===== src/rtl/jmp_cond_unit.sv =====
// jmp_cond_unit
// Registered jump-condition evaluator for the PLC core. Decodes the jump
// opcode from ROM, checks the selected condition and drives a one-cycle
// result to the program-counter load logic. Supported conditions are flag
// level, latched rising/falling flag edges, and hardware loop counters
// with LOAD and DJNZ.
//
// Opcode layout (ROM_InputData):
//   [7:6] mode : 00 level, 01 rising edge, 10 falling edge, 11 loop
//   [5]   INV  : invert condition (level/edge); loop: 0 = DJNZ, 1 = LOAD
//   [4:0] SEL  : flag index (level/edge); loop: counter in [1:0], [4:2] = 0

module jmp_cond_unit #(
    parameter int FLAG_COUNT = 5,
    parameter int LOOP_COUNT = 4,
    parameter int LOOP_WIDTH = 16
) (
    input  logic                  CLK,
    input  logic                  RST_n,
    input  logic [7:0]            ROM_InputData,
    input  logic [LOOP_WIDTH-1:0] ROM_Operand,
    input  logic                  JMP_REQ,
    input  logic [FLAG_COUNT-1:0] FLAGS,
    output logic                  JMPMUX_JMP_EN,
    output logic                  JMPMUX_VALID,
    output logic                  JMPMUX_ILLEGAL
);

    typedef enum logic [1:0] {
        MODE_LEVEL = 2'b00,
        MODE_RISE  = 2'b01,
        MODE_FALL  = 2'b10,
        MODE_LOOP  = 2'b11
    } mode_e;

    // Flag indices below this limit exist; SEL = 31 is always outside it
    // because FLAG_COUNT is at most 31.
    localparam logic [4:0] FLAG_LIMIT = 5'(FLAG_COUNT);
    localparam logic [2:0] LOOP_LIMIT = 3'(LOOP_COUNT);
    localparam logic [4:0] SEL_ALWAYS = 5'd31;
    localparam logic [LOOP_WIDTH-1:0] CNT_ONE  = {{(LOOP_WIDTH-1){1'b0}}, 1'b1};
    localparam logic [LOOP_WIDTH-1:0] CNT_ZERO = {LOOP_WIDTH{1'b0}};

    // Opcode fields
    mode_e       mode_s;
    logic        inv_s;
    logic [4:0]  sel_s;
    logic [1:0]  cnt_idx_s;

    assign mode_s    = mode_e'(ROM_InputData[7:6]);
    assign inv_s     = ROM_InputData[5];
    assign sel_s     = ROM_InputData[4:0];
    assign cnt_idx_s = ROM_InputData[1:0];

    // Edge tracking state
    logic [FLAG_COUNT-1:0] prev_q;
    logic                  edge_mask_q;
    logic [FLAG_COUNT-1:0] pend_rise_q;
    logic [FLAG_COUNT-1:0] pend_rise_d;
    logic [FLAG_COUNT-1:0] pend_fall_q;
    logic [FLAG_COUNT-1:0] pend_fall_d;
    logic [FLAG_COUNT-1:0] edge_rise_s;
    logic [FLAG_COUNT-1:0] edge_fall_s;

    // Loop counters; storage is always four entries so the 2-bit counter
    // index never goes out of range. Entries at or above LOOP_COUNT are
    // never written and stay zero.
    logic [LOOP_WIDTH-1:0] cnt_q [0:3];
    logic [LOOP_WIDTH-1:0] cnt_d [0:3];
    logic [LOOP_WIDTH-1:0] cur_cnt_s;

    // Zero-extended views so a 5-bit SEL can index any flag vector safely
    logic [31:0] flags_ext_s;
    logic [31:0] rise_cond_ext_s;
    logic [31:0] fall_cond_ext_s;
    logic [31:0] sel_onehot_s;
    logic [FLAG_COUNT-1:0] sel_clr_s;

    logic flag_ok_s;
    logic loop_ok_s;

    // Result of the current request, registered into the outputs
    logic taken_s;
    logic illegal_s;

    logic jmp_en_q;
    logic valid_q;
    logic illegal_q;

    assign flag_ok_s    = (sel_s < FLAG_LIMIT);
    assign loop_ok_s    = (sel_s[4:2] == 3'b000) && ({1'b0, cnt_idx_s} < LOOP_LIMIT);
    assign cur_cnt_s    = cnt_q[cnt_idx_s];
    assign sel_onehot_s = 32'd1 << sel_s;
    assign sel_clr_s    = sel_onehot_s[FLAG_COUNT-1:0];

    // Edge detection against the previous-cycle flags, suppressed in the
    // first clock after reset while prev is still being loaded.
    always_comb begin
        edge_rise_s = '0;
        edge_fall_s = '0;
        if (edge_mask_q) begin
            edge_rise_s = '0;
            edge_fall_s = '0;
        end else begin
            edge_rise_s = FLAGS & ~prev_q;
            edge_fall_s = ~FLAGS & prev_q;
        end
    end

    // Edge condition includes an edge in the request cycle itself
    always_comb begin
        flags_ext_s     = 32'(FLAGS);
        rise_cond_ext_s = 32'(pend_rise_q | edge_rise_s);
        fall_cond_ext_s = 32'(pend_fall_q | edge_fall_s);
    end

    // Request decode: condition evaluation, latch consumption, counter ops
    always_comb begin
        taken_s     = 1'b0;
        illegal_s   = 1'b0;
        pend_rise_d = pend_rise_q | edge_rise_s;
        pend_fall_d = pend_fall_q | edge_fall_s;
        cnt_d       = cnt_q;

        if (JMP_REQ) begin
            case (mode_s)
                MODE_LEVEL: begin
                    if (sel_s == SEL_ALWAYS) begin
                        taken_s = 1'b1;
                    end else if (flag_ok_s) begin
                        taken_s = flags_ext_s[sel_s] ^ inv_s;
                    end else begin
                        illegal_s = 1'b1;
                    end
                end
                MODE_RISE: begin
                    if (flag_ok_s) begin
                        // Consume wins over a coincident set: that edge is
                        // already part of the condition.
                        taken_s     = rise_cond_ext_s[sel_s] ^ inv_s;
                        pend_rise_d = (pend_rise_q | edge_rise_s) & ~sel_clr_s;
                    end else begin
                        illegal_s = 1'b1;
                    end
                end
                MODE_FALL: begin
                    if (flag_ok_s) begin
                        taken_s     = fall_cond_ext_s[sel_s] ^ inv_s;
                        pend_fall_d = (pend_fall_q | edge_fall_s) & ~sel_clr_s;
                    end else begin
                        illegal_s = 1'b1;
                    end
                end
                MODE_LOOP: begin
                    if (!loop_ok_s) begin
                        illegal_s = 1'b1;
                    end else if (inv_s) begin
                        cnt_d[cnt_idx_s] = ROM_Operand;
                    end else if (cur_cnt_s > CNT_ONE) begin
                        cnt_d[cnt_idx_s] = cur_cnt_s - CNT_ONE;
                        taken_s          = 1'b1;
                    end else begin
                        // 1 reaches 0 without jumping; 0 saturates.
                        cnt_d[cnt_idx_s] = CNT_ZERO;
                    end
                end
                default: begin
                    taken_s   = 1'b0;
                    illegal_s = 1'b0;
                end
            endcase
        end else begin
            taken_s   = 1'b0;
            illegal_s = 1'b0;
        end
    end

    // Previous-flag register and one-shot edge mask after reset release
    always_ff @(posedge CLK or negedge RST_n) begin
        if (!RST_n) begin
            prev_q      <= '0;
            edge_mask_q <= 1'b1;
        end else begin
            prev_q      <= FLAGS;
            edge_mask_q <= 1'b0;
        end
    end

    // Sticky edge latches
    always_ff @(posedge CLK or negedge RST_n) begin
        if (!RST_n) begin
            pend_rise_q <= '0;
            pend_fall_q <= '0;
        end else begin
            pend_rise_q <= pend_rise_d;
            pend_fall_q <= pend_fall_d;
        end
    end

    // Loop counters
    always_ff @(posedge CLK or negedge RST_n) begin
        if (!RST_n) begin
            for (int i = 0; i < 4; i++) begin
                cnt_q[i] <= CNT_ZERO;
            end
        end else begin
            for (int i = 0; i < 4; i++) begin
                cnt_q[i] <= cnt_d[i];
            end
        end
    end

    // Registered one-cycle result pulses; illegal requests never jump
    always_ff @(posedge CLK or negedge RST_n) begin
        if (!RST_n) begin
            jmp_en_q  <= 1'b0;
            valid_q   <= 1'b0;
            illegal_q <= 1'b0;
        end else begin
            jmp_en_q  <= JMP_REQ & taken_s & ~illegal_s;
            valid_q   <= JMP_REQ;
            illegal_q <= JMP_REQ & illegal_s;
        end
    end

    assign JMPMUX_JMP_EN  = jmp_en_q;
    assign JMPMUX_VALID   = valid_q;
    assign JMPMUX_ILLEGAL = illegal_q;

endmodule


===== config.mk =====
export PLATFORM = sky130hd
export DESIGN_NAME = jmp_cond_unit
export DESIGN_NICKNAME = d
export VERILOG_FILES = /design/src/rtl/jmp_cond_unit.sv
export SDC_FILE = /design/constraint.sdc
export NUM_CORES = 1
export LEC_CHECK = 0
export BUFFER_PORTS_ARGS = -buffer_cell sky130_fd_sc_hd__buf_2
export CAP_MARGIN = 20
export CORE_ASPECT_RATIO = 0.5
export CORE_UTILIZATION = 40
export DETAILED_ROUTE_END_ITERATION = 8
export PLACE_DENSITY_LB_ADDON = 0.25
export SYNTH_ARGS = -nofsm -noshare
export SYNTH_HDL_FRONTEND = slang
export SYNTH_SLANG_ARGS = --single-unit

===== constraint.sdc =====
create_clock -name CLK -period 2.2 [get_ports CLK]
set_input_delay 0.33 -clock CLK [delete_from_list [all_inputs] [get_ports CLK]]
set_output_delay 0.33 -clock CLK [all_outputs]
set_load 0.01 [all_outputs]

==> summary.txt, run 1 <==
Run status
  – Status: finished, violations left
  – Violated checks: negative setup slack

Setup path
  – Buffers and inverters on the worst path: 0
  – Slowest stage delay, CP: about 0.54 ns
  – CP Max Fanout: 4
  – Crit path from: cnt_q[5]$_DFFE_PN0P_
  – Critical path class: flop to flop
  – CP top delay family: simple AND/OR/NAND/NOR gates
  – Cell chain of the critical path: mux4_2 > nor4_4 > nand2_1 > or4_4 > xor2_2 > a2bb2oi_2 > o21ai_1
  – CP Launch Type: flop
  – Worst reg-to-reg setup slack: -0.28 ns
  – WP depth: 7
  – R2R depth: 7
  – R2r startpoint: cnt_q[5]$_DFFE_PN0P_
  – Crit end category: flop
  – Worst path slowest cell: mux4_2
  – CP arrival: about 2.7 ns
  – CP endpoint: cnt_q[59]$_DFFE_PN0P_
  – CP required: 2.43 ns
  – R2r endpoint: cnt_q[59]$_DFFE_PN0P_

STA
  – Clock skew: 0.007107 ns
  – Post-layout minimum cycle time: ~2.5 ns
  – Max-slew headroom: 0.6302
  – Final period util: 1.128
  – Hold_ws: 0.1291 ns
  – RSZ-0062 raised after global routing: true
  – Slew Viols, Final: 0
  – Final Hold Vio Count: 0
  – Fmax: about 400 MHz
  – Final-report setup violation count: between 60 and 70
  – Final worst setup slack: -0.2821 ns
  – Measured slew at the worst slew-check pin: between 0.5 and 0.6 ns

Clock tree
  – Clock root cell: clkbuf_16
  – H-Tree Depth: 3
  – CTS max path bufs: 2
  – TritonCTS buffer count: 9
  – CTS Sinks: 83
  – CTS tree: done
  – Clock Pin Slew Worst Setup and Hold Paths: around 0.06 ns
  – Worst-skew pair later-pin latency: about 0.34 ns

Synth
  – Syn Inst Count: a little over 400
  – Area contributors post-synth: dfrtp_1 48%, mux4_2 9.0%, o21ai_1 6.7%, nand2_1 5.8%, a21oi_1 3.1%
  – Post-synth top area share: 0.4838
  – Yosys cell types: 52
  – Post-synth top area cell: dfrtp_1
  – Mapped Nets: between 400 and 500
  – Synthesized flop and latch total: 83
  – Sequential area share after synthesis: 0.4900
  – Yosys warnings: 0
  – Synthesized area: around 4200 µm²
  – Post-synth EDFFs: 0
  – Main synth FF type: dfrtp_1
  – Syn Area/Cell: 10.25 µm²
  – Synth async-reset ratio: 1.000

Place
  – Cells after DPL: 624
  – Final Wtd Congestion: about 0.8
  – DP Worst Slack: -0.6381 ns
  – DP Wirelength: around 7500 µm
  – IO buf count: 34

GRT
  – GR Overflow Total: 0
  – Largest net degree at the start of global routing: 42
  – Global routing's busiest layer: met2
  – Initial antenna violation count: 0
  – Number of global-route vias before repair: 3390
  – GR met1 Demand/Resource: 0.2830
  – Global-route wire length before repair: approximately 17000 µm
  – Global Route Usage Sum: 0.2080
  – Routing usage on met2: 0.3501
  – Global Route met3 Usage: 0.04303

Floorplan
  – IO Pins: 35
  – # rows: 26
  – Core area: between 10000 and 15000 µm²
  – Initial Utilization: 0.4139
  – Die Y: approximately 75 µm
  – Area of the die: between 10000 and 15000 µm²
  – Die X: roughly 150 µm

Final layout
  – Antenna diode count: 0
  – # nets final: 540
  – Post-route insts no fill: ~650
  – Commonest non-fill, non-tap cell in the layout: dfrtp_1
  – Filler cells: 872
  – Final core area utilization: 0.5637
  – Reg area: roughly 2100 µm²
  – Layout cell share with drive strength beyond 1: 0.4103
  – Area of the multi-input gates: 2472 µm²
  – Most frequent cells in the layout: 82 x dfrtp_1, 64 x nand2_1, 58 x buf_4
  – Area growth syn-to-layout: 36.19%

Drt
  – WL/cell: approximately 17 µm
  – Post-route ant nets: 0
  – Vias/cell: between 5 and 6
  – Total Wirelength: 10830 µm
  – Vias: ~3400
  – Drt first pass iters: 4
  – DR DRC count: 0
  – DRC marker count from the first detailed-route iteration: about 180

Min path
  – HP Class: primary input to flop
  – Worst Hold Launch: FLAGS[3]

Power
  – Power Density: around 870 nW/µm²
  – Worst VDD drop: roughly 470 µV
  – Pleak: about 2.5 nW

Flow run
  – Max-cap viol count: 0
where the power goes:
part	total [mW]	internal [mW]	switching (mW)
clock	1.52	0.905	0.614
sequential	1.71	1.65	0.0644
combinational	1.78	0.881	0.896
stage by stage:
step | total power [mW] | setup TNS [ns] | instance area [µm²]
final | 5.010 | -12.63 | 5777
after global routing | 5.255 | -19.58 | 5777
after CTS | 4.821 | -12.65 | 5553
after detailed placement | 3.007 | -35.59 | 5031
after global placement | 2.994 | -35.60 | 5031
after floorplan | 2.543 | -15.07 | 4348
cells in the mapped netlist, types with 2 or more instances:
library cell	n
dfrtp_1	82
nand2_1	66
o21ai_1	57
a21oi_1	26
nor2_1	26
clkbuf_1	18
mux4_2	17
nor3_1	10
mux2_2	8
xnor2_1	7
ha_1	6
inv_1	6
nor3b_1	6
xor2_1	6
buf_2	5
a22oi_1	4
a31oi_1	4
and2_1	4
nand2b_1	4
nor2b_1	4
o21ai_0	4
and3_1	3
nand3_1	3
nor4_1	3
a221oi_1	2
a2bb2oi_2	2
mux2i_1	2
nor4_4	2
or2_1	2
or3_1	2
or4_1	2
cells by family (layout without fill, tap and decap cells):
group           count (synthesis)  after routing  synth area share
compound gates                109            109            0.1460
xor+xnor                       13             13           0.02684
fa+ha+maj                       6              6           0.01770
buf+inv                        31            124           0.03067
flops                          83             83            0.4900
mux                            27             27            0.1162
other cells                     1              1         0.0008841
simple gates                  144            144            0.1717
worst reg2reg max path: cells and delay by family (launching register included):
family	cells	cell delay, ns
and+or+nand+nor	3	0.99
muxes	1	0.54
DFF	1	0.37
AOI/OAI and AO/OA	2	0.33
xor gates and xnor gates	1	0.15
routing by layer:
layer	vias up	wire length (µm)
met4	0	87
met3	9	361
met1	1727	5163
met2	40	5222
met5	-	0
li1	1656	-
area by class of cell:
| class | count | share of cell area |
|---|---|---|
| Sequential cell | 83 | 0.3598 |
| Multi-Input combinational cell | 300 | 0.4280 |
| Clock buffer | 11 | 0.04202 |
| Timing Repair Buffer | 101 | 0.1258 |
| Inverter | 7 | 0.004982 |
| Clock inverter | 5 | 0.009097 |
| Tap cell | 140 | 0.03032 |
registers in the layout, summed over array words and instances, names as in the netlist:
signal and flops:
JMPMUX_JMP_EN 1, pend_rise_q 5, pend_fall_q 5, JMPMUX_ILLEGAL 1, JMPMUX_VALID 1, cnt_q 64, prev_q 5, edge_mask_q 1
worst min path at each step:
stage,endpoint,slack (ns),cells past startpoint
floorplan,JMPMUX_ILLEGAL$_DFF_PN0_,0.03,0
global placement,prev_q[4]$_DFF_PN0_,0.35,1
detailed placement,JMPMUX_ILLEGAL$_DFF_PN0_,0.36,1
CTS,prev_q[3]$_DFF_PN0_,0.12,1
global route,JMPMUX_VALID$_DFF_PN0_,0.13,1
finish,prev_q[3]$_DFF_PN0_,0.13,1
repair_timing:
item | CTS | global route
resized for setup | 40 | 38
pin swaps | 23 | 28
setup endpoints to repair | 65 | 65
hold endpoints to repair | 12 | 0
setup buffers | 7 | 4
hold buffers | 1 | 0
No activity file was read; power rests on OpenSTA's default activity.
==> run 2, diff against run 1 <==
--- a/config.mk
+++ b/config.mk
@@ -5,6 +5,7 @@
 export SDC_FILE = /design/constraint.sdc
 export NUM_CORES = 1
 export LEC_CHECK = 0
+export ABC_AREA = 1
 export BUFFER_PORTS_ARGS = -buffer_cell sky130_fd_sc_hd__buf_2
 export CAP_MARGIN = 20
 export CORE_ASPECT_RATIO = 0.5
==> run 2 against run 1 <==
Effect of this change:
- the run ends with design-rule violations left
- cell count is 76% higher
- sequential power is 2% higher
- final area is 20% higher
- highest routed layer unchanged
- die area is 31% higher
- wire length is 63% higher
- clock skew hardly changed
- hold slack worse by 0.032 ns
- largest power group is now registers
- global-route usage is 4.9 points higher
==> summary.txt, run 2 <==
Floorplan
  – Die X: about 170 µm
  – Die Y: 85.45 µm
  – Core area: approximately 14000 µm²
  – IO Pins: 35
  – # rows: 30
  – Initial Utilization: 0.4111
  – Area of the die: 14430 µm²

Setup path
  – Critical Path Most Common Cell: nand2_1
  – R2r endpoint: cnt_q[17]$_DFFE_PN0P_
  – CP Max Fanout: 5
  – CP arrival: 2.37 ns
  – Slowest stage delay, CP: roughly 0.42 ns
  – CP required: about 2.5 ns
  – Worst reg-to-reg setup slack: between 0.1 and 0.15 ns
  – Worst path slowest cell: dfrtp_1
  – CP Launch Type: flop
  – R2r startpoint: cnt_q[32]$_DFFE_PN0P_
  – R2R depth: 15
  – Crit end category: flop
  – Critical path class: flop to flop
  – Cell chain of the critical path: nand2_1 > o21ai_2 > nand2_1 > nand2_2 > buf_4 > ha_2 > nand3_1 > nand2_2 > nand3_4 > buf_4 > nand3_4 > buf_4 > o22ai_1 > nand2_1 > nand2_1

Power
  – Worst VDD drop: approximately 350 µV
  – Pleak: between 3 and 4 nW
  – Power Density: 685.1 nW/µm²
  – Sw frac: 0.3418
  – Logic pwr share: 0.298
  – Switching pwr: ~1.6 mW
  – Total power: roughly 4.8 mW
  – Clk pwr share: 0.334
  – Pint: about 3.1 mW
  – Sequential share of power: 0.368

Drt
  – DR DRC count: 2
  – Vias: 5704
  – Vias/cell: 5.008
  – Uppermost routed layer: met4
  – Drt first pass iters: 8
  – WL/cell: 15.50 µm
  – Total Wirelength: roughly 18000 µm
  – DRC marker count from the first detailed-route iteration: 416
  – Routed wl met2: 7670 µm
  – Post-route ant nets: 0
  – Met3 routed WL: 1189 µm
  – M1 WL: around 8500 µm

Clock tree
  – CTS tree: done
  – TritonCTS buffer count: 9
  – Clock Pin Slew Worst Setup and Hold Paths: approximately 0.06 ns
  – CTS max path bufs: 2
  – Clock root cell: clkbuf_16
  – H-Tree Depth: 3
  – CTS Sinks: between 80 and 90
  – Worst-skew pair later-pin latency: 0.35 ns

Final layout
  – Finished layout cell area: 6959 µm²
  – Largest reg by FF count: cnt_q
  – Layout cell share with drive strength beyond 1: 0.2228
  – Post-route insts no fill: approximately 1100
  – Final core area utilization: 0.5136
  – Antenna diode count: 0
  – Most frequent cells in the layout: 307 x nand2_1, 90 x buf_4, 88 x nand3_1
  – Commonest non-fill, non-tap cell in the layout: nand2_1
  – Filler cells: ~1400
  – Max reg flops: 64
  – Area growth syn-to-layout: 24.93%
  – # nets final: 980

Synth
  – Top cell types by occurrence after synthesis: 310 x nand2_1, 89 x nand3_1, 88 x inv_1, 82 x dfrtp_1, 61 x nor2_1
  – Count leader, synth: nand2_1
  – Mapped Nets: just under 900
  – Sequential area share after synthesis: 0.3731
  – Synthesized flop and latch total: 83
  – Post-synth top area cell: dfrtp_1
  – Yosys warnings: 0
  – Area contributors post-synth: dfrtp_1 37%, nand2_1 21%, nand3_1 8.0%, inv_1 5.9%, nor2_1 4.1%
  – Post-synth top area share: 0.3684
  – Syn Inst Count: 829
  – Post-synth EDFFs: 0
  – Synthesized area: 5570 µm²
  – Yosys cell types: 42
  – Main synth FF type: dfrtp_1
  – Syn Area/Cell: about 6.7 µm²
  – Synth async-reset ratio: 1.000

STA
  – Slew Viols, Final: 0
  – Post-layout minimum cycle time: 2.083 ns
  – Final period util: 0.9467
  – Final-report setup violation count: 0
  – Fmax: just under 500 MHz
  – Final Hold Vio Count: 0
  – Measured slew at the worst slew-check pin: slightly below 0.6 ns
  – Max-slew headroom: 0.6142
  – RSZ-0062 raised after global routing: true
  – Clock skew: 0.006918 ns

Min path
  – Worst Hold Launch: FLAGS[0]
  – WHS Endpoint: prev_q[0]$_DFF_PN0_
  – HP Class: primary input to flop
  – Hold Path Stages: 1

Place
  – Final Wtd Congestion: ~0.95
  – Cells after DPL: between 1000 and 1500
  – DP Wirelength: 13400 µm
  – Placed Area: 6573 µm²
  – IO buf count: 34

Run status
  – Violated checks: design-rule violations
  – Status: finished, violations left

GRT
  – Number of global-route vias before repair: roughly 5400
  – Initial antenna violation count: 0
  – Global-route wire length before repair: approximately 28000 µm
  – Largest net degree at the start of global routing: 39
  – Global Route Usage Sum: 0.2573
  – GR Overflow Total: 0

Flow run
  – Max-cap viol count: 0
-- run 2: changes by cell type after synthesis, moves of 12 or more --
cell	change
inv_1	+82
mux4_2	-17
nand2_1	+244
nand2_2	+12
nand3_1	+86
nor2_1	+35
o21ai_0	+22
o21ai_1	-42
-- run 2: worst max path at each step --
stage               slack (ns)                     to             startpoint
global route             -0.05  cnt_q[21]$_DFFE_PN0P_  cnt_q[16]$_DFFE_PN0P_
global placement         -0.27  cnt_q[44]$_DFFE_PN0P_       ROM_InputData[0]
detailed placement       -0.27  cnt_q[14]$_DFFE_PN0P_       ROM_InputData[0]
finish                    0.12  cnt_q[17]$_DFFE_PN0P_  cnt_q[32]$_DFFE_PN0P_
CTS                       0.02   cnt_q[4]$_DFFE_PN0P_  cnt_q[32]$_DFFE_PN0P_
floorplan                 0.06  cnt_q[15]$_DFFE_PN0P_       ROM_InputData[1]
-- run 2: area by class of cell --
class	count	area, µm²	share of cell area
flip-flops and latches	83	2078	0.2986
repair buffers	128	930.9	0.1338
clock inverters	5	60.06	0.008630
inverters	100	375.4	0.05394
multi-input cells	620	3032	0.4356
clock buffers	11	242.7	0.03488
well taps	192	240.2	0.03452
-- run 2: cells by family after synthesis --
logic type / after synthesis / synth area share
compound gates: 85 / 0.08625
xor+xnor: 7 / 0.01101
fa+ha+maj: 6 / 0.01348
buf+inv: 126 / 0.09457
flops: 83 / 0.3731
mux: 12 / 0.02156
other cells: 1 / 0.0006732
simple gates: 509 / 0.3994
-- run 2: power by group through the flow --
stage / combinational, mW / clock [mW] / sequential (mW)
after detailed placement: 1.36 / 0 / 1.78
after CTS: 1.37 / 1.62 / 1.75
final: 1.42 / 1.59 / 1.75
after floorplan: 0.819 / 0 / 1.76
after global routing: 1.57 / 1.68 / 1.77
after global placement: 1.35 / 0 / 1.78
-- run 2: layer usage --
metal | up-vias | GRT usage
met5 | - | 0
met4 | 0 | 0.07603
met3 | 35 | 0.04524
met2 | 208 | 0.4068
met1 | 2620 | 0.3600
li1 | 2841 | -
-- run 2: stage by stage --
step	TNS, ns	setup slack [ns]	hold slack, ns
2_1_floorplan	0	0.05794	0.03441
3_3_place_gp	-9.073	-0.2745	0.2295
3_5_place_dp	-9.615	-0.2712	0.2329
4_1_cts	0	0.01655	0.08993
5_1_grt	-0.8705	-0.04895	0.09505
6_report	0	0.1172	0.09721
-- run 2: what timing repair did --
action	4_1_cts	5_1_grt
gates resized for setup	2	23
buffers inserted	0	1
pin swaps	0	3
setup endpoints to repair	6	63
endpoints found under the hold margin	17	0
hold buffers	1	0
-- run 2: worst max-delay path: cells and delay by family (launching register included) --
kind | cells | cell delay, ns
AOI/OAI and AO/OA | 2 | 0.20
adders and majority gates | 1 | 0.19
buffers and inverters | 3 | 0.45
DFF | 1 | 0.42
and+or+nand+nor | 9 | 0.74
==> run 3, diff against run 2 <==
--- a/config.mk
+++ b/config.mk
@@ -10,6 +10,7 @@
 export CAP_MARGIN = 20
 export CORE_ASPECT_RATIO = 0.5
 export CORE_UTILIZATION = 40
+export CTS_CLUSTER_SIZE = 12
 export DETAILED_ROUTE_END_ITERATION = 8
 export PLACE_DENSITY_LB_ADDON = 0.25
 export SYNTH_ARGS = -nofsm -noshare
==> constraint.sdc (replaced) <==
create_clock -name CLK -period 2.65 [get_ports CLK]
set_input_delay 0.1325 -clock CLK [delete_from_list [all_inputs] [get_ports CLK]]
set_output_delay 0.1325 -clock CLK [all_outputs]
set_load 0.01 [all_outputs]
==> run 3 against run 2 <==
Effect of this change:
- critical path type unchanged
- hold slack better by 0.027 ns
- the flow still finishes with violations (design-rule violations)
- utilization down 3.9 points
- non-clock buffer count down 66
- fmax down 11%
- sequential power down 17%
- via count down 2.7%
- global-route usage down 0.98 points
- register-to-register slack better by 0.19 ns
==> summary.txt, run 3 (same netlist as run 2, synthesis figures left out) <==
Drt
  – DRC marker count from the first detailed-route iteration: just under 500
  – Vias: ~5600
  – DR DRC count: 2
  – WL/cell: roughly 16 µm
  – Drt first pass iters: 7
  – Post-route ant nets: 0
  – Total Wirelength: approximately 17000 µm
  – Vias/cell: 5.173

Clock tree
  – Clock root cell: clkbuf_16
  – CTS max path bufs: 2
  – TritonCTS buffer count: 9
  – Worst-skew pair later-pin latency: about 0.35 ns
  – Clock Pin Slew Worst Setup and Hold Paths: ~0.06 ns
  – CTS tree: done
  – CTS Sinks: 83
  – Post_cts resized: 0
  – H-Tree Depth: 3

Place
  – DP Wirelength: about 12000 µm
  – Final Wtd Congestion: between 0.9 and 1
  – Cells after DPL: about 1000
  – IO buf count: 34

Setup path
  – Cell chain of the critical path: inv_1 > o21ai_0 > nand2_1 > nand2_1 > inv_1 > ha_1 > nand2_1 > nor2_2 > nand2_1 > nand2_1 > nand3_1 > nand2_1 > inv_1 > nand2_1 > inv_1 > nand3_1 > nand2_1
  – Critical path class: flop to flop
  – Slowest stage delay, CP: about 0.4 ns
  – CP Launch Type: flop
  – Crit end category: flop
  – Critical Path Most Common Cell: nand2_1
  – CP Max Fanout: 5
  – CP arrival: roughly 2.6 ns
  – CP required: slightly below 3 ns
  – Worst reg-to-reg setup slack: approximately 0.31 ns
  – Worst path slowest cell: dfrtp_1

Final layout
  – Post-route insts no fill: 1073
  – Most frequent cells in the layout: 310 x nand2_1, 89 x nand3_1, 88 x inv_1
  – # nets final: around 910
  – Commonest non-fill, non-tap cell in the layout: nand2_1
  – Largest reg by FF count: cnt_q
  – Antenna diode count: 0
  – Layout cell share with drive strength beyond 1: 0.1373
  – Area growth syn-to-layout: 15.34%
  – Max reg flops: 64
  – Final core area utilization: 0.4741

STA
  – Final-report setup violation count: 0
  – Final period util: 0.8840
  – Final Hold Vio Count: 0
  – Post-layout minimum cycle time: 2.343 ns
  – Slew Viols, Final: 0
  – Clock skew: just under 0.005 ns
  – Max-slew headroom: 0.4824
  – Measured slew at the worst slew-check pin: between 0.7 and 0.8 ns
  – Fmax: 426.9 MHz
  – Setup_tns: 0 ns
  – RSZ-0062 raised after global routing: false
  – Hold_ws: 0.1240 ns

Floorplan
  – Die Y: 85.45 µm
  – Die X: around 170 µm
  – # rows: 30
  – Core area: 13550 µm²
  – Initial Utilization: 0.4111
  – IO Pins: 35
  – Area of the die: 14430 µm²

GRT
  – Number of global-route vias before repair: ~5200
  – Largest net degree at the start of global routing: between 80 and 90
  – Global Route Usage Sum: 0.2475
  – Global-route wire length before repair: 27480 µm
  – Initial antenna violation count: 0
  – GR Overflow Total: 0

Power
  – Total power: between 3 and 4 mW
  – Pleak: between 3 and 4 nW
  – Worst VDD drop: roughly 280 µV
  – Power Density: roughly 590 nW/µm²

Run status
  – Status: finished, violations left
  – Violated checks: design-rule violations

Flow run
  – Max-cap viol count: 0

Min path
  – HP Class: primary input to flop
==> run 3: cell count changes in the layout (fill, tap and decap cells not counted), moves of 3 or more <==
cell / before / now
buf_4: 90 / 19
nor2_2: 15 / 11
nand2_1: 307 / 310
nand2_2: 15 / 12
nor2_1: 55 / 61
o21ai_0: 22 / 26
o21ai_1: 18 / 15
dlygate4sd3_1: 1 / 7
==> run 3: worst max-delay path, delay by kind of cell (launching register included) <==
family | cells | cell delay (ns)
fa+ha+maj | 1 | 0.22
compound gates | 1 | 0.08
flops | 1 | 0.39
simple gates | 11 | 1.16
buf+inv | 4 | 0.38
==> run 3: timing repair <==
action | CTS | global route
hold buffers | 6 | 1
hold endpoints to repair | 6 | 33
setup buffers | 0 | 0
==> run 3: cell type report <==
type,instances,area (µm²)
well taps,192,240.2
clock buffers,11,242.7
fillers,1396,7126
flip-flops and latches,83,2078
clock inverters,5,77.57
inverters,100,375.4
multi-input cells,620,2965
repair buffers,62,445.4
==> run 3: layer usage <==
metal | wire length [µm] | vias up | global-route usage | part of all wire
li1 | - | 2713 | - | -
met1 | 8212 | 2618 | 0.3459 | 0.49
met2 | 7269 | 190 | 0.3896 | 0.43
met3 | 1111 | 30 | 0.05084 | 0.066
met4 | 297 | 0 | 0.06612 | 0.018
met5 | 0 | - | 0 | 0
==> run 3: where the power goes <==
| part | total (mW) | switching [mW] | internal [mW] |
|---|---|---|---|
| sequential | 1.46 | 0.0756 | 1.38 |
| combinational | 0.975 | 0.659 | 0.316 |
| clock | 1.38 | 0.534 | 0.849 |
| total | 3.81 | 1.27 | 2.55 |
==> run 3: final timing paths <==
kind                                            start                    end  cells past startpoint
worst max register to register  cnt_q[48]$_DFFE_PN0P_   cnt_q[9]$_DFFE_PN0P_                     17
worst max-delay path            cnt_q[48]$_DFFE_PN0P_   cnt_q[9]$_DFFE_PN0P_                     17
worst min-delay path                   ROM_Operand[6]   cnt_q[6]$_DFFE_PN0P_                      5
worst min register to register   cnt_q[0]$_DFFE_PN0P_   cnt_q[0]$_DFFE_PN0P_                      2
min in group asynchronous                       RST_n  cnt_q[61]$_DFFE_PN0P_                      2
max in group asynchronous                       RST_n  cnt_q[55]$_DFFE_PN0P_                      3
==> run 3: through the flow <==
stage	cell area [µm²]	setup slack, ns
6_report	6425	0.3074
5_1_grt	6425	0.1123
4_1_cts	6387	0.3678
3_5_place_dp	6007	0.2625
3_3_place_gp	6007	0.2768
2_1_floorplan	5570	0.7054
